$ cat src/rtl/store_buffer_pkg.sv
// Shared defaults for the store buffer slice. STORE_BUFFER_FWD_EN is left
// undefined by default, so the buffer drains ahead of every load.
`timescale 1ns/1ps
package store_buffer_pkg;
   localparam int SB_DEPTH    = 4;
   localparam int SB_AW       = 32;
   localparam int SB_DW       = 32;
   localparam int SB_WORD_LSB = 2;
endpackage

$ cat src/rtl/store_buffer_if.sv
// Core data port plus memory read/write port of the store buffer.
// slave is the buffer side, master is the core/memory environment side.
`timescale 1ns/1ps
interface store_buffer_if
   import store_buffer_pkg::*;
#(
   parameter int AW = SB_AW,
   parameter int DW = SB_DW
);
   logic          memwrite;
   logic          memread;
   logic [AW-1:0] memaddr;
   logic [DW-1:0] memwritedata;
   logic [DW-1:0] memreaddata;
   logic          stall;
   logic [AW-1:0] mem_raddr;
   logic [DW-1:0] mem_rdata;
   logic          mem_wvalid;
   logic          mem_wready;
   logic [AW-1:0] mem_waddr;
   logic [DW-1:0] mem_wdata;
   logic          sb_empty;

   modport slave (
      input  memwrite, memread, memaddr, memwritedata, mem_rdata, mem_wready,
      output memreaddata, stall, mem_raddr, mem_wvalid, mem_waddr, mem_wdata, sb_empty
   );

   modport master (
      output memwrite, memread, memaddr, memwritedata, mem_rdata, mem_wready,
      input  memreaddata, stall, mem_raddr, mem_wvalid, mem_waddr, mem_wdata, sb_empty
   );
endinterface

$ cat src/rtl/store_buffer_fifo.sv
// sb_entry_fifo: circular store-entry storage with head/tail/count.
// With STORE_BUFFER_FWD_EN it also exposes every slot for load forwarding.
`timescale 1ns/1ps
module sb_entry_fifo
   import store_buffer_pkg::*;
#(
   parameter int DEPTH = SB_DEPTH,
   parameter int W     = SB_AW + SB_DW,
   localparam int PW   = $clog2(DEPTH),
   localparam int CW   = $clog2(DEPTH + 1)
) (
   input  logic         clk,
   input  logic         reset,
   input  logic         push,
   input  logic [W-1:0] push_data,
   input  logic         pop,
   output logic [W-1:0] head_data,
   output logic         full,
   output logic         empty
`ifdef STORE_BUFFER_FWD_EN
   ,
   output logic [PW-1:0]            head_ptr,
   output logic [CW-1:0]            count_o,
   output logic [DEPTH-1:0][W-1:0]  entries
`endif
);
   logic [W-1:0]  store [DEPTH];
   logic [PW-1:0] head;
   logic [PW-1:0] tail;
   logic [CW-1:0] count;

   // Pointers wrap naturally because DEPTH is a power of two.
   always_ff @(posedge clk or negedge reset) begin
      if (!reset) begin
         head  <= '0;
         tail  <= '0;
         count <= '0;
      end else begin
         if (push) tail <= tail + 1'b1;
         if (pop)  head <= head + 1'b1;
         if (push && !pop)      count <= count + 1'b1;
         else if (!push && pop) count <= count - 1'b1;
      end
   end

   // Payload is not reset; count alone decides which slots are live.
   always_ff @(posedge clk) begin
      if (push) store[tail] <= push_data;
   end

   assign head_data = store[head];
   assign full      = (count == CW'(DEPTH));
   assign empty     = (count == '0);

`ifdef STORE_BUFFER_FWD_EN
   assign head_ptr = head;
   assign count_o  = count;

   always_comb begin
      for (int i = 0; i < DEPTH; i++) entries[i] = store[i];
   end
`endif
endmodule

$ cat src/rtl/store_buffer.sv
// Posted-write buffer between the core data port and data memory.
// Define STORE_BUFFER_FWD_EN for youngest-match load forwarding; otherwise loads wait for drain.
`timescale 1ns/1ps
module store_buffer
   import store_buffer_pkg::*;
#(
   parameter int DEPTH = SB_DEPTH,
   parameter int AW    = SB_AW,
   parameter int DW    = SB_DW
) (
   input  logic          clk,
   input  logic          reset,
   store_buffer_if.slave bus
);
   logic          push;
   logic          pop;
   logic          full;
   logic          empty;
   logic          stall;
   logic          wvalid;
   logic [AW+DW-1:0] head_data;
   logic [AW-1:0] head_addr;
   logic [DW-1:0] head_wdata;

   // Full-buffer stall ignores mem_wready so there is no ready-to-stall path.
`ifdef STORE_BUFFER_FWD_EN
   assign stall = bus.memwrite & full;
`else
   assign stall = (bus.memwrite & full) | (bus.memread & ~empty);
`endif

   assign push   = bus.memwrite & ~stall;
   assign wvalid = ~empty;
   assign pop    = wvalid & bus.mem_wready;

   assign {head_addr, head_wdata} = head_data;

`ifdef STORE_BUFFER_FWD_EN
   localparam int PW = $clog2(DEPTH);
   localparam int CW = $clog2(DEPTH + 1);

   logic [PW-1:0]               head_ptr;
   logic [CW-1:0]               count;
   logic [DEPTH-1:0][AW+DW-1:0] entries;
   logic [PW-1:0]               idx;
   logic [DW-1:0]               fwd_data;
`endif

   sb_entry_fifo #(
      .DEPTH (DEPTH),
      .W     (AW + DW)
   ) u_fifo (
      .clk       (clk),
      .reset     (reset),
      .push      (push),
      .push_data ({bus.memaddr, bus.memwritedata}),
      .pop       (pop),
      .head_data (head_data),
      .full      (full),
      .empty     (empty)
`ifdef STORE_BUFFER_FWD_EN
      ,
      .head_ptr  (head_ptr),
      .count_o   (count),
      .entries   (entries)
`endif
   );

   assign bus.stall      = stall;
   assign bus.sb_empty   = empty;
   assign bus.mem_raddr  = bus.memaddr;
   assign bus.mem_wvalid = wvalid;
   assign bus.mem_waddr  = wvalid ? head_addr  : '0;
   assign bus.mem_wdata  = wvalid ? head_wdata : '0;

`ifdef STORE_BUFFER_FWD_EN
   // Walk oldest to youngest so the youngest match wins; the draining head still counts.
   always_comb begin
      fwd_data = bus.mem_rdata;
      idx      = '0;
      for (int k = 0; k < DEPTH; k++) begin
         idx = head_ptr + PW'(k);
         if ((CW'(k) < count) &&
             (entries[idx][AW+DW-1:DW+SB_WORD_LSB] == bus.memaddr[AW-1:SB_WORD_LSB]))
            fwd_data = entries[idx][DW-1:0];
      end
   end

   assign bus.memreaddata = fwd_data;
`else
   assign bus.memreaddata = bus.mem_rdata;
`endif
endmodule
$ cat src/flat_wrapper.sv
// flat-port wrapper written by rule: the top's interface ports become plain ports
module store_buffer_flat import store_buffer_pkg::*;
#(
   parameter int DEPTH = SB_DEPTH,
   parameter int AW    = SB_AW,
   parameter int DW    = SB_DW
)
  (clk, reset, bus_memwrite, bus_memread, bus_memaddr, bus_memwritedata, bus_mem_rdata, bus_mem_wready, bus_memreaddata, bus_stall, bus_mem_raddr, bus_mem_wvalid, bus_mem_waddr, bus_mem_wdata, bus_sb_empty);
  store_buffer_if #(.AW(AW), .DW(DW)) bus_i ();
  input  logic clk;
  input  logic reset;
  input wire logic [$bits(bus_i.memwrite)-1:0] bus_memwrite;
  input wire logic [$bits(bus_i.memread)-1:0] bus_memread;
  input wire logic [$bits(bus_i.memaddr)-1:0] bus_memaddr;
  input wire logic [$bits(bus_i.memwritedata)-1:0] bus_memwritedata;
  input wire logic [$bits(bus_i.mem_rdata)-1:0] bus_mem_rdata;
  input wire logic [$bits(bus_i.mem_wready)-1:0] bus_mem_wready;
  output wire logic [$bits(bus_i.memreaddata)-1:0] bus_memreaddata;
  output wire logic [$bits(bus_i.stall)-1:0] bus_stall;
  output wire logic [$bits(bus_i.mem_raddr)-1:0] bus_mem_raddr;
  output wire logic [$bits(bus_i.mem_wvalid)-1:0] bus_mem_wvalid;
  output wire logic [$bits(bus_i.mem_waddr)-1:0] bus_mem_waddr;
  output wire logic [$bits(bus_i.mem_wdata)-1:0] bus_mem_wdata;
  output wire logic [$bits(bus_i.sb_empty)-1:0] bus_sb_empty;
  assign bus_i.memwrite = bus_memwrite;
  assign bus_i.memread = bus_memread;
  assign bus_i.memaddr = bus_memaddr;
  assign bus_i.memwritedata = bus_memwritedata;
  assign bus_i.mem_rdata = bus_mem_rdata;
  assign bus_i.mem_wready = bus_mem_wready;
  assign bus_memreaddata = bus_i.memreaddata;
  assign bus_stall = bus_i.stall;
  assign bus_mem_raddr = bus_i.mem_raddr;
  assign bus_mem_wvalid = bus_i.mem_wvalid;
  assign bus_mem_waddr = bus_i.mem_waddr;
  assign bus_mem_wdata = bus_i.mem_wdata;
  assign bus_sb_empty = bus_i.sb_empty;
  store_buffer #(.DEPTH(DEPTH), .AW(AW), .DW(DW)) u_core (.clk(clk), .reset(reset), .bus(bus_i));
endmodule
$ cat config.mk
export PLATFORM = sky130hd
export DESIGN_NAME = store_buffer_flat
export DESIGN_NICKNAME = d
export VERILOG_FILES = /design/src/rtl/store_buffer_pkg.sv /design/src/rtl/store_buffer_if.sv /design/src/rtl/store_buffer_fifo.sv /design/src/rtl/store_buffer.sv /design/src/flat_wrapper.sv
export SDC_FILE = /design/constraint.sdc
export NUM_CORES = 1
export LEC_CHECK = 0
export CORE_MARGIN = 1.5
export CORE_UTILIZATION = 40
export DETAILED_ROUTE_END_ITERATION = 12
export HOLD_SLACK_MARGIN = 0.03
export PLACE_DENSITY_LB_ADDON = 0.25
export SLEW_MARGIN = 20
export SYNTH_ARGS = -nofsm -noshare
export SYNTH_HDL_FRONTEND = slang
export SYNTH_HIERARCHICAL = 1
export SYNTH_SLANG_ARGS = --single-unit
$ cat constraint.sdc
create_clock -name clk -period 8.3 [get_ports clk]
set_input_delay 1.245 -clock clk [delete_from_list [all_inputs] [get_ports clk]]
set_output_delay 1.245 -clock clk [all_outputs]
set_load 0.05 [all_outputs]
==> flow_results.xml, run 1 <==
<?xml version="1.0" encoding="UTF-8"?>
<metrics>
  <group name="outcome">
    <metric name="run_status" unit="">finished, final reports clean</metric>
  </group>
  <group name="global_routing">
    <metric name="first_global_vias" unit="">5417</metric>
    <metric name="grtUsageMet2" unit="">0.236</metric>
    <metric name="grt.met1_usage" unit="">0.199</metric>
    <metric name="grt_antenna_before_repair" unit="">1</metric>
    <metric name="grt.busiest_layer" unit="">met2</metric>
    <metric name="grt_overflow" unit="">0</metric>
    <metric name="grt_first_pass_wirelength" unit="um">31500</metric>
    <metric name="grt_usage" unit="">0.147</metric>
    <metric name="grt_util_met3" unit="">0.0349</metric>
    <metric name="grt_start_max_net_pins" unit="">66</metric>
  </group>
  <group name="setup_path">
    <metric name="cp_data_arrival_time" unit="ns">3.62</metric>
    <metric name="critPathKind" unit="">reg2out</metric>
    <metric name="worst-path-max-fanout" unit="">36</metric>
    <metric name="reg2reg_to" unit="">u_core/u_fifo/store[1][40]$_DFFE_PP_</metric>
    <metric name="worst_r2r_path_cells" unit="">5</metric>
    <metric name="r2r_setup_slack" unit="ns">4.47</metric>
    <metric name="rr_startpoint" unit="">u_core/u_fifo/count[0]$_DFFE_PN0P_</metric>
    <metric name="timing.critical_path.required" unit="ns">7.05</metric>
    <metric name="worst_setup_path_start_kind" unit="">flip-flop</metric>
    <metric name="critical_path_endpoint_category" unit="">primary output</metric>
  </group>
  <group name="routing">
    <metric name="drt_drc_violations_left" unit="">0</metric>
    <metric name="remaining_number_of_nets_flagged_by_the_antenna_check_after_routing" unit="">0</metric>
    <metric name="detail_route.wirelength" unit="um">20100</metric>
    <metric name="drt-wirelength-per-cell" unit="um">20.5</metric>
    <metric name="vias_per_cell" unit="">5.03</metric>
    <metric name="router_iterations_before_antenna_repair" unit="">4</metric>
    <metric name="detail_route.iter0.violations" unit="">290</metric>
    <metric name="dr_total_vias" unit="">4927</metric>
  </group>
  <group name="placed_design">
    <metric name="io_buffer_count" unit="">167</metric>
    <metric name="gp_congestion" unit="">0.689</metric>
    <metric name="dp_worst_setup_slack" unit="ns">3.87</metric>
    <metric name="detailed_place_hpwl" unit="um">11200</metric>
    <metric name="placedCellCount" unit="">928</metric>
  </group>
  <group name="sta">
    <metric name="worst_clock_skew" unit="ns">0.00905</metric>
    <metric name="worst_slew_margin_rel" unit="">0.289</metric>
    <metric name="period_needed" unit="ns">4.87</metric>
    <metric name="total_negative_setup_slack" unit="ns">0</metric>
    <metric name="final_setup_fails" unit="">0</metric>
    <metric name="final_min_period_over_clock_period" unit="">0.586</metric>
    <metric name="worstMarginPinSlew" unit="ns">1.07</metric>
    <metric name="final-max-slew-violation-count" unit="">0</metric>
    <metric name="grt_setup_unrepaired" unit="">no</metric>
    <metric name="layout_setup_ws" unit="ns">3.43</metric>
    <metric name="timing_hold_violations_final" unit="">0</metric>
    <metric name="max_clock_freq" unit="GHz">0.205</metric>
  </group>
  <group name="floorplanning">
    <metric name="die_area" unit="sq mm">0.0274</metric>
    <metric name="count_of_pins_on_the_block_boundary" unit="">232</metric>
    <metric name="chipHeight" unit="um">166</metric>
    <metric name="floorplan.die.width" unit="um">166</metric>
    <metric name="coreArea" unit="sq mm">0.0260</metric>
    <metric name="initial_utilization" unit="">0.407</metric>
    <metric name="core.rowCount" unit="">59</metric>
  </group>
  <group name="synth">
    <metric name="netlist_instances" unit="">508</metric>
    <metric name="ys_seq_area_frac" unit="">0.743</metric>
    <metric name="yosys_register_bits" unit="">263</metric>
    <metric name="synth-warning-count" unit="">6</metric>
    <metric name="synth.top_cell.area_share" unit="">0.727</metric>
    <metric name="synth.top_cells.by_area" unit="">edfxtp_1, mux4_2, buf_4</metric>
    <metric name="post-synth-top-count-cell" unit="">edfxtp_1</metric>
    <metric name="primary_ff_master_synth" unit="">edfxtp_1</metric>
    <metric name="number_of_enable_type_register_cells_in_the_synthesized_netlist" unit="">256</metric>
    <metric name="netlist_top_cells_count" unit="">edfxtp_1, buf_4, nor2b_1</metric>
    <metric name="synth_cell_types" unit="">23</metric>
    <metric name="synth_nets" unit="">615</metric>
    <metric name="syn_area_per_cell" unit="sq um">20.8</metric>
    <metric name="area_leader_netlist" unit="">edfxtp_1</metric>
    <metric name="syn_area" unit="sq mm">0.0106</metric>
    <metric name="postSynth.asyncResetShare" unit="">0.0266</metric>
  </group>
  <group name="power">
    <metric name="vdd_drop_max" unit="V">0.000348</metric>
    <metric name="p_leak" unit="uW">0.00421</metric>
    <metric name="power.density" unit="mW/mm^2">403</metric>
  </group>
  <group name="job">
    <metric name="maxCapViolations" unit="">0</metric>
  </group>
  <group name="cts">
    <metric name="tritoncts" unit="">yes</metric>
    <metric name="cts.reportedPaths.clkPinSlew" unit="ns">0.06</metric>
    <metric name="ctsHoldBuffers" unit="">0</metric>
    <metric name="cts.path.max_buffers" unit="">3</metric>
    <metric name="ctsResizeCount" unit="">0</metric>
    <metric name="tritoncts.num_buffers" unit="">28</metric>
    <metric name="cts.sinks" unit="">263</metric>
    <metric name="htreeDepth" unit="">1</metric>
    <metric name="post-cts-setup-buffers" unit="">0</metric>
    <metric name="cts-root-buf" unit="">clkbuf_16</metric>
    <metric name="clock_insertion_delay_worst_skew" unit="ns">0.53</metric>
  </group>
  <group name="final_layout">
    <metric name="finish.cell_count_without_fillers" unit="">979</metric>
    <metric name="layout.filler_cells" unit="">2168</metric>
    <metric name="finalNetCount" unit="">730</metric>
    <metric name="area_growth_syn_to_layout" unit="%">22.7</metric>
    <metric name="antenna-diode-count" unit="">0</metric>
    <metric name="fraction_of_final_layout_cells_sized_beyond_drive_strength_1" unit="">0.180</metric>
  </group>
  <group name="min_path">
    <metric name="hp-start" unit="">u_core/u_fifo/count[2]$_DFFE_PN0P_</metric>
    <metric name="timing.hold.worst.class" unit="">reg2reg</metric>
    <metric name="whs_endpoint" unit="">u_core/u_fifo/count[2]$_DFFE_PN0P_</metric>
    <metric name="worstHoldPathCells" unit="">1</metric>
  </group>
</metrics>
==> critical path, cell delays in order (launching register included) <==
cell and delay (ns):
dfrtp_4 0.85, buf_4 0.72, mux4_2 0.60, nor2b_1 0.17, clkdlybuf4s50_1 0.73
==> kinds of logic (layout without fill, tap and decap cells) <==
| group | after synthesis | in the layout | synth area share |
|---|---|---|---|
| flops | 263 | 263 | 0.743 |
| buf+inv | 91 | 227 | 0.0610 |
| simple gates | 74 | 74 | 0.0431 |
| mux | 65 | 65 | 0.137 |
| fa+ha+maj | 6 | 6 | 0.00781 |
| xor+xnor | 6 | 6 | 0.00497 |
| compound gates | 3 | 3 | 0.00248 |
==> state kept, by name, summed over array words and instances, names as in the netlist <==
signal	count
u_core/u_fifo/tail	2
u_core/u_fifo/count	3
u_core/u_fifo/store	256
u_core/u_fifo/head	2
==> how the worst max path moves through the flow <==
stage / cells after the start / to / startpoint / slack (ns)
after floorplan: 5 / u_core/u_fifo/store[1][0]$_DFFE_PP_ / u_core/u_fifo/count[0]$_DFFE_PN0P_ / 3.79
after CTS: 4 / bus_mem_waddr[28] / u_core/u_fifo/head[0]$_DFFE_PN0P_ / 3.27
after global routing: 4 / bus_mem_waddr[9] / u_core/u_fifo/head[0]$_DFFE_PN0P_ / 3.14
after global placement: 4 / bus_mem_waddr[28] / u_core/u_fifo/head[0]$_DFFE_PN0P_ / 3.87
final: 4 / bus_mem_waddr[28] / u_core/u_fifo/head[0]$_DFFE_PN0P_ / 3.43
after detailed placement: 4 / bus_mem_waddr[28] / u_core/u_fifo/head[0]$_DFFE_PN0P_ / 3.87
==> metrics by stage <==
step / utilization / total power, uW / cell area, sq um / hold slack, ns
final: 0.499 / 5230 / 13000 / 0.528
after global routing: 0.499 / 5460 / 13000 / 0.555
after detailed placement: 0.465 / 4100 / 12100 / 0.515
after floorplan: - / 3440 / 10600 / 0.456
after global placement: 0.465 / 4090 / 12100 / 0.490
after CTS: 0.499 / 5310 / 13000 / 0.526
==> routing by layer <==
layer	share of wire	vias up
met5	0.00065	-
met4	0.031	2
met3	0.065	63
met2	0.48	173
met1	0.43	2534
li1	-	2155
==> report_power, final <==
part           total (uW)  switching (uW)  leakage, uW  internal [uW]
clock network        1190             479     0.000429            709
logic                2210            1350      0.00137            861
registers            1830             165      0.00241           1660
==> layout make-up <==
type | count | area (sq um) | share of cell area
Timing Repair Buffer | 170 | 1690 | 0.131
Sequential cell | 263 | 7870 | 0.606
Inverter | 6 | 22.5 | 0.00174
Clock buffer | 38 | 769 | 0.0593
Multi-Input combinational cell | 154 | 2080 | 0.161
Tap cell | 335 | 419 | 0.0323
Clock inverter | 13 | 119 | 0.00916
==> cells in the final DEF, fill, tap and decap left out, types with 5 or more instances in the layout <==
| cell type | Yosys | routed |
|---|---|---|
| mux4_2 | 64 | 64 |
| clkdlybuf4s50_1 | 0 | 167 |
| nor2b_1 | 65 | 65 |
| dfrtp_1 | 7 | 5 |
| inv_1 | 5 | 5 |
| clkbuf_1 | 1 | 8 |
| edfxtp_1 | 256 | 256 |
| ha_1 | 5 | 5 |
| clkbuf_16 | 0 | 29 |
(Power assumes the default switching activity.)
==> run 2: changes to the inputs <==
clock period = 4.3 ns   (was 8.3 ns; I/O delays follow)
==> run 2 against run 1 <==
  * Clock skew is 0.00072 ns higher
  * Routed wire length is 0.26% lower
  * Sequential cell count stayed put
  * Utilization is 0.46 points higher
  * Sequential share of layout area is 0.55 points lower
  * Global-route usage is 0.071 points lower
  * Sequential power is 89% higher
  * Critical path depth stayed put
  * Combinational power is 99% higher
  * Cell area is 0.92% higher
  * Register-to-register slack worse by 3.1 ns
  * Worst hold slack worse by 0.14 ns
  * Critical path type unchanged
  * Largest power group unchanged
  * Highest routed layer is now met4
==> flow_results.xml, run 2 (same netlist as run 1, synthesis figures left out) <==
<?xml version="1.0" encoding="UTF-8"?>
<metrics>
  <group name="floorplanning">
    <metric name="coreArea" unit="sq mm">0.0260</metric>
    <metric name="core.rowCount" unit="">59</metric>
    <metric name="chipHeight" unit="um">166</metric>
    <metric name="count_of_pins_on_the_block_boundary" unit="">232</metric>
    <metric name="initial_utilization" unit="">0.407</metric>
    <metric name="die_area" unit="sq mm">0.0274</metric>
    <metric name="floorplan.die.width" unit="um">166</metric>
  </group>
  <group name="outcome">
    <metric name="run_status" unit="">finished, final reports clean</metric>
  </group>
  <group name="placed_design">
    <metric name="gp_congestion" unit="">0.685</metric>
    <metric name="io_buffer_count" unit="">167</metric>
    <metric name="place_area" unit="sq mm">0.0122</metric>
    <metric name="detailed_place_hpwl" unit="um">11900</metric>
  </group>
  <group name="routing">
    <metric name="router_iterations_before_antenna_repair" unit="">4</metric>
    <metric name="detail_route.iter0.violations" unit="">320</metric>
    <metric name="vias_per_cell" unit="">5.07</metric>
    <metric name="detail_route.wirelength" unit="um">20000</metric>
    <metric name="remaining_number_of_nets_flagged_by_the_antenna_check_after_routing" unit="">0</metric>
    <metric name="dr_total_vias" unit="">4988</metric>
    <metric name="drt-wirelength-per-cell" unit="um">20.3</metric>
    <metric name="drt_drc_violations_left" unit="">0</metric>
  </group>
  <group name="cts">
    <metric name="cts.path.max_buffers" unit="">3</metric>
    <metric name="htreeDepth" unit="">1</metric>
    <metric name="cts.reportedPaths.clkPinSlew" unit="ns">0.06</metric>
    <metric name="clock_insertion_delay_worst_skew" unit="ns">0.52</metric>
    <metric name="ctsResizeCount" unit="">0</metric>
    <metric name="ctsHoldBuffers" unit="">0</metric>
    <metric name="cts.sinks" unit="">263</metric>
    <metric name="post-cts-setup-buffers" unit="">0</metric>
    <metric name="tritoncts" unit="">yes</metric>
    <metric name="tritoncts.num_buffers" unit="">27</metric>
    <metric name="cts-root-buf" unit="">clkbuf_16</metric>
  </group>
  <group name="global_routing">
    <metric name="grt_start_max_net_pins" unit="">67</metric>
    <metric name="grt_overflow" unit="">0</metric>
    <metric name="grt_first_pass_wirelength" unit="um">31000</metric>
    <metric name="grt_usage" unit="">0.146</metric>
    <metric name="first_global_vias" unit="">5533</metric>
    <metric name="grt_antenna_before_repair" unit="">0</metric>
  </group>
  <group name="final_layout">
    <metric name="area_growth_syn_to_layout" unit="%">23.8</metric>
    <metric name="largest_reg_flops" unit="">256</metric>
    <metric name="antenna-diode-count" unit="">0</metric>
    <metric name="regMostFlops" unit="">u_core/u_fifo/store</metric>
    <metric name="reg.largest.list" unit="">u_core/u_fifo/store x256, u_core/u_fifo/count x3</metric>
    <metric name="final_core_utilization" unit="">0.504</metric>
    <metric name="mostFrequentLayoutCell" unit="">edfxtp_1</metric>
    <metric name="finalNetCount" unit="">737</metric>
    <metric name="layout.filler_cells" unit="">2123</metric>
    <metric name="post-route-cell-area" unit="sq mm">0.0131</metric>
    <metric name="fraction_of_final_layout_cells_sized_beyond_drive_strength_1" unit="">0.188</metric>
    <metric name="layout.cells.most_common_list" unit="">edfxtp_1, clkdlybuf4s50_1, nor2b_1, mux4_2, clkbuf_16</metric>
  </group>
  <group name="setup_path">
    <metric name="worst-path-max-fanout" unit="">27</metric>
    <metric name="timing.critical_path.required" unit="ns">3.65</metric>
    <metric name="critPathKind" unit="">reg2out</metric>
    <metric name="worst_r2r_path_cells" unit="">10</metric>
    <metric name="rr_startpoint" unit="">u_core/u_fifo/count[0]$_DFFE_PN0P_</metric>
    <metric name="worst_setup_path_start_kind" unit="">flip-flop</metric>
    <metric name="cp_data_arrival_time" unit="ns">3.12</metric>
    <metric name="critical_path_endpoint_category" unit="">primary output</metric>
    <metric name="reg2reg_to" unit="">u_core/u_fifo/count[2]$_DFFE_PN0P_</metric>
    <metric name="r2r_setup_slack" unit="ns">1.33</metric>
  </group>
  <group name="sta">
    <metric name="final_setup_fails" unit="">0</metric>
    <metric name="worst_clock_skew" unit="ns">0.00977</metric>
    <metric name="timing_hold_violations_final" unit="">0</metric>
    <metric name="final_min_period_over_clock_period" unit="">0.874</metric>
    <metric name="worst_slew_margin_rel" unit="">0.458</metric>
    <metric name="period_needed" unit="ns">3.76</metric>
    <metric name="worstMarginPinSlew" unit="ns">0.813</metric>
    <metric name="total_negative_setup_slack" unit="ns">0</metric>
    <metric name="max_clock_freq" unit="GHz">0.266</metric>
    <metric name="grt_setup_unrepaired" unit="">no</metric>
    <metric name="final-max-slew-violation-count" unit="">0</metric>
  </group>
  <group name="min_path">
    <metric name="timing.hold.worst.class" unit="">in2async</metric>
  </group>
  <group name="power">
    <metric name="power" unit="uW">10200</metric>
    <metric name="vdd_drop_max" unit="V">0.000565</metric>
    <metric name="p_leak" unit="uW">0.00426</metric>
    <metric name="power.density" unit="mW/mm^2">778</metric>
  </group>
  <group name="job">
    <metric name="maxCapViolations" unit="">0</metric>
  </group>
</metrics>
-- run 2: cell count changes in the layout (fill, tap and decap cells not counted) --
cell	before	now
bufinv_16	2	5
buf_12	0	4
clkinv_1	4	9
clkbuf_8	1	0
clkbuf_1	8	1
clkbuf_16	29	27
buf_4	3	7
clkinv_2	4	2
-- run 2: final cells by class --
cell class | instances | area (sq um) | area share
sequential | 263 | 7870 | 0.601
multi-input combinational | 154 | 2080 | 0.159
timing repair buffer | 178 | 1800 | 0.138
clock buffer | 28 | 679 | 0.0519
tap | 335 | 419 | 0.0320
clock inverter | 19 | 218 | 0.0166
inverter | 6 | 22.5 | 0.00172
-- run 2: through the flow --
| step | instances | hold slack [ns] | setup slack, ns |
|---|---|---|---|
| CTS | 983 | 0.366 | 0.425 |
| finish | 983 | 0.387 | 0.540 |
| global route | 983 | 0.391 | 0.324 |
| global placement | 936 | 0.489 | 0.991 |
| floorplan | 508 | 0.349 | 0.465 |
| detailed placement | 936 | 0.531 | 1.00 |
-- run 2: per-layer routing --
layer / vias up / wire length (um) / global-route usage
met5: - / 0 / 0
li1: 2180 / - / -
met3: 41 / 1550 / 0.0339
met1: 2560 / 8590 / 0.196
met2: 207 / 9520 / 0.243
met4: 0 / 340 / 0.0356
-- run 2: critical path: stages (launching register included) --
cell	delay, ns
dfrtp_4	0.79
buf_4	0.37
mux4_2	0.53
nor2b_1	0.15
clkdlybuf4s50_1	0.74
-- run 2: worst max path at each step --
stage                                  startpoint                             endpoint  slack (ns)  depth (start not counted)
2_1_floorplan  u_core/u_fifo/count[0]$_DFFE_PN0P_  u_core/u_fifo/store[1][0]$_DFFE_PP_        0.47                          5
3_3_place_gp    u_core/u_fifo/head[0]$_DFFE_PN0P_                    bus_mem_wdata[31]        0.99                          4
3_5_place_dp    u_core/u_fifo/head[0]$_DFFE_PN0P_                     bus_mem_waddr[5]         1.0                          4
4_1_cts         u_core/u_fifo/head[0]$_DFFE_PN0P_                    bus_mem_wdata[29]        0.42                          4
5_1_grt         u_core/u_fifo/head[0]$_DFFE_PN0P_                    bus_mem_wdata[29]        0.32                          4
6_report        u_core/u_fifo/head[0]$_DFFE_PN0P_                    bus_mem_wdata[29]        0.54                          4
-- run 2: where the power goes --
part / internal, uW / switching, uW
sequential: 3200 / 256
combinational: 1710 / 2690
clock: 1430 / 893
==> run 3: changes to the inputs <==
CORE_ASPECT_RATIO = 1.2   (was unset)
CORE_MARGIN = 2   (was 1.5)
clock period = 3.7 ns   (was 4.3 ns; I/O delays follow)
==> run 3 against run 2 <==
  * Sequential power increased by 14%
  * Cell area about the same
  * Global-route usage decreased by 0.45 points
  * Register-to-register slack got worse by 0.25 ns
  * Critical endpoint is now bus_mem_waddr[23]
  * Combinational power increased by 19%
  * Highest routed layer unchanged
  * Clock-buffer cell count increased by 1
  * Final cell count increased by 0.20%
  * Power increased by 15%
==> flow_results.xml, run 3 (same netlist as run 1, synthesis figures left out) <==
<?xml version="1.0" encoding="UTF-8"?>
<metrics>
  <group name="final_layout">
    <metric name="layout.cells.most_common_list" unit="">edfxtp_1, clkdlybuf4s50_1, nor2b_1, mux4_2, clkbuf_16</metric>
    <metric name="area_growth_syn_to_layout" unit="%">23.9</metric>
    <metric name="reg.largest.list" unit="">u_core/u_fifo/store x256, u_core/u_fifo/count x3</metric>
    <metric name="post-route-cell-area" unit="sq mm">0.0131</metric>
    <metric name="finalNetCount" unit="">737</metric>
    <metric name="layout.filler_cells" unit="">2133</metric>
    <metric name="largest_reg_flops" unit="">256</metric>
    <metric name="mostFrequentLayoutCell" unit="">edfxtp_1</metric>
    <metric name="layout.area.seq" unit="sq mm">0.00787</metric>
    <metric name="multi_input_gate_area" unit="sq mm">0.00209</metric>
    <metric name="final_core_utilization" unit="">0.500</metric>
    <metric name="antenna-diode-count" unit="">0</metric>
    <metric name="fraction_of_final_layout_cells_sized_beyond_drive_strength_1" unit="">0.191</metric>
    <metric name="regMostFlops" unit="">u_core/u_fifo/store</metric>
  </group>
  <group name="cts">
    <metric name="clock_insertion_delay_worst_skew" unit="ns">0.52</metric>
    <metric name="cts-root-buf" unit="">clkbuf_16</metric>
    <metric name="ctsHoldBuffers" unit="">0</metric>
    <metric name="post-cts-setup-buffers" unit="">0</metric>
    <metric name="tritoncts.num_buffers" unit="">26</metric>
    <metric name="cts.path.max_buffers" unit="">3</metric>
    <metric name="ctsResizeCount" unit="">0</metric>
    <metric name="tritoncts" unit="">yes</metric>
    <metric name="htreeDepth" unit="">1</metric>
    <metric name="cts.sinks" unit="">263</metric>
    <metric name="cts.reportedPaths.clkPinSlew" unit="ns">0.06</metric>
  </group>
  <group name="setup_path">
    <metric name="critical_path_cell_by_cell" unit="">buf_4 -&gt; mux4_2 -&gt; nor2b_1 -&gt; clkdlybuf4s50_1</metric>
    <metric name="worst_r2r_path_cells" unit="">10</metric>
    <metric name="worst_setup_path_start_kind" unit="">flip-flop</metric>
    <metric name="critPathKind" unit="">reg2out</metric>
    <metric name="critical_path_endpoint_category" unit="">primary output</metric>
    <metric name="cp_data_arrival_time" unit="ns">2.92</metric>
    <metric name="critPathTopFamily" unit="">buffers and inverters</metric>
    <metric name="cp_num_buf_inv" unit="">2</metric>
    <metric name="worst-path-max-fanout" unit="">17</metric>
    <metric name="cp_slowest_stage_delay" unit="ns">0.71</metric>
    <metric name="rr_startpoint" unit="">u_core/u_fifo/count[0]$_DFFE_PN0P_</metric>
    <metric name="reg2reg_to" unit="">u_core/u_fifo/count[2]$_DFFE_PN0P_</metric>
    <metric name="timing.critical_path.required" unit="ns">3.14</metric>
    <metric name="timing.critical_path.slowest_stage_cell" unit="">clkdlybuf4s50_1</metric>
    <metric name="r2r_setup_slack" unit="ns">1.08</metric>
  </group>
  <group name="sta">
    <metric name="finalHoldWorstSlack" unit="ns">0.310</metric>
    <metric name="worstMarginPinSlew" unit="ns">0.575</metric>
    <metric name="worst_clock_skew" unit="ns">0.00659</metric>
    <metric name="period_needed" unit="ns">3.48</metric>
    <metric name="timing_hold_violations_final" unit="">0</metric>
    <metric name="final_min_period_over_clock_period" unit="">0.940</metric>
    <metric name="final_setup_fails" unit="">0</metric>
    <metric name="max_clock_freq" unit="GHz">0.288</metric>
    <metric name="total_negative_setup_slack" unit="ns">0</metric>
    <metric name="grt_setup_unrepaired" unit="">no</metric>
    <metric name="final-max-slew-violation-count" unit="">0</metric>
    <metric name="worst_slew_margin_rel" unit="">0.615</metric>
  </group>
  <group name="placed_design">
    <metric name="detailed_place_hpwl" unit="um">11500</metric>
    <metric name="gp_congestion" unit="">0.649</metric>
    <metric name="io_buffer_count" unit="">167</metric>
    <metric name="place_area" unit="sq mm">0.0123</metric>
  </group>
  <group name="power">
    <metric name="vdd_drop_max" unit="V">0.000499</metric>
    <metric name="p_leak" unit="uW">0.00427</metric>
    <metric name="clock_power_share" unit="">0.220</metric>
    <metric name="power.share.combinational" unit="">0.446</metric>
    <metric name="power.density" unit="mW/mm^2">895</metric>
    <metric name="power" unit="uW">11700</metric>
    <metric name="p_sw_frac" unit="">0.379</metric>
    <metric name="switching_power" unit="uW">4450</metric>
    <metric name="intPower" unit="uW">7280</metric>
    <metric name="reg_power_frac" unit="">0.334</metric>
  </group>
  <group name="floorplanning">
    <metric name="count_of_pins_on_the_block_boundary" unit="">232</metric>
    <metric name="initial_utilization" unit="">0.404</metric>
    <metric name="chipHeight" unit="um">182</metric>
    <metric name="floorplan.die.width" unit="um">152</metric>
    <metric name="core.rowCount" unit="">65</metric>
    <metric name="die_area" unit="sq mm">0.0278</metric>
    <metric name="coreArea" unit="sq mm">0.0262</metric>
  </group>
  <group name="global_routing">
    <metric name="grt_start_max_net_pins" unit="">65</metric>
    <metric name="grt_first_pass_wirelength" unit="um">30600</metric>
    <metric name="first_global_vias" unit="">5522</metric>
    <metric name="grt_usage" unit="">0.142</metric>
    <metric name="grt_overflow" unit="">0</metric>
    <metric name="grt_antenna_before_repair" unit="">0</metric>
  </group>
  <group name="routing">
    <metric name="vias_per_cell" unit="">5.03</metric>
    <metric name="drt_drc_violations_left" unit="">0</metric>
    <metric name="detail_route.wirelength" unit="um">19700</metric>
    <metric name="remaining_number_of_nets_flagged_by_the_antenna_check_after_routing" unit="">0</metric>
    <metric name="drt-wirelength-per-cell" unit="um">20.0</metric>
    <metric name="router_iterations_before_antenna_repair" unit="">4</metric>
    <metric name="dr_total_vias" unit="">4950</metric>
    <metric name="detail_route.iter0.violations" unit="">179</metric>
  </group>
  <group name="min_path">
    <metric name="timing.hold.worst.class" unit="">in2async</metric>
  </group>
  <group name="job">
    <metric name="maxCapViolations" unit="">0</metric>
  </group>
  <group name="outcome">
    <metric name="run_status" unit="">finished, final reports clean</metric>
  </group>
</metrics>
-- run 3: changes by cell type in the layout (fill, tap and decap cells not counted), sizes merged --
| cell | change |
|---|---|
| buf | +1 |
| bufinv | -2 |
| clkbuf | +1 |
| clkinv | +3 |
| clkinvlp | -1 |
-- run 3: power by group through the flow --
stage | logic [uW] | clock network, uW | registers, uW
after floorplan | 3860 | 0 | 3860
after global placement | 5310 | 0 | 3960
after detailed placement | 5310 | 0 | 3990
after CTS | 5330 | 2670 | 3930
after global routing | 5510 | 2770 | 3960
final | 5230 | 2570 | 3920
-- run 3: final cells by class --
type | count | area share
clock inverters | 19 | 0.0127
flip-flops and latches | 263 | 0.601
well taps | 335 | 0.0320
clock buffers | 29 | 0.0521
repair buffers | 179 | 0.141
multi-input cells | 154 | 0.160
inverters | 6 | 0.00172
-- run 3: worst max-delay path by stage --
stage,from,to,slack [ns],cells after the start
after detailed placement,u_core/u_fifo/head[0]$_DFFE_PN0P_,bus_mem_waddr[18],0.68,4
final,u_core/u_fifo/head[0]$_DFFE_PN0P_,bus_mem_waddr[23],0.22,4
after global routing,u_core/u_fifo/head[0]$_DFFE_PN0P_,bus_mem_waddr[24],0.05,4
after global placement,u_core/u_fifo/head[0]$_DFFE_PN0P_,bus_mem_waddr[16],0.71,4
after CTS,u_core/u_fifo/head[0]$_DFFE_PN0P_,bus_mem_waddr[18],0.11,4
after floorplan,u_core/u_fifo/count[0]$_DFFE_PN0P_,u_core/u_fifo/store[1][0]$_DFFE_PP_,0.38,5
-- run 3: per-layer routing --
layer | wire [um] | vias to the layer above | track usage
met1 | 7870 | 2563 | 0.171
li1 | - | 2184 | -
met4 | 525 | 0 | 0.0459
met3 | 1300 | 55 | 0.0349
met5 | 0 | - | 0
met2 | 9990 | 148 | 0.252
-- run 3: worst reg2reg max path, delay by kind of cell, from the launching register on --
family,cells,cell delay (ns)
xor gates and xnor gates,2,0.34
DFF,1,0.46
buffers and inverters,3,0.62
and+or+nand+nor,3,0.56
adders and majority gates,2,0.56
-- run 3: metrics by stage --
stage	std cells	worst slack (ns)
2_1_floorplan	508	0.381
3_3_place_gp	937	0.708
3_5_place_dp	937	0.682
4_1_cts	985	0.114
5_1_grt	985	0.0459
6_report	985	0.222
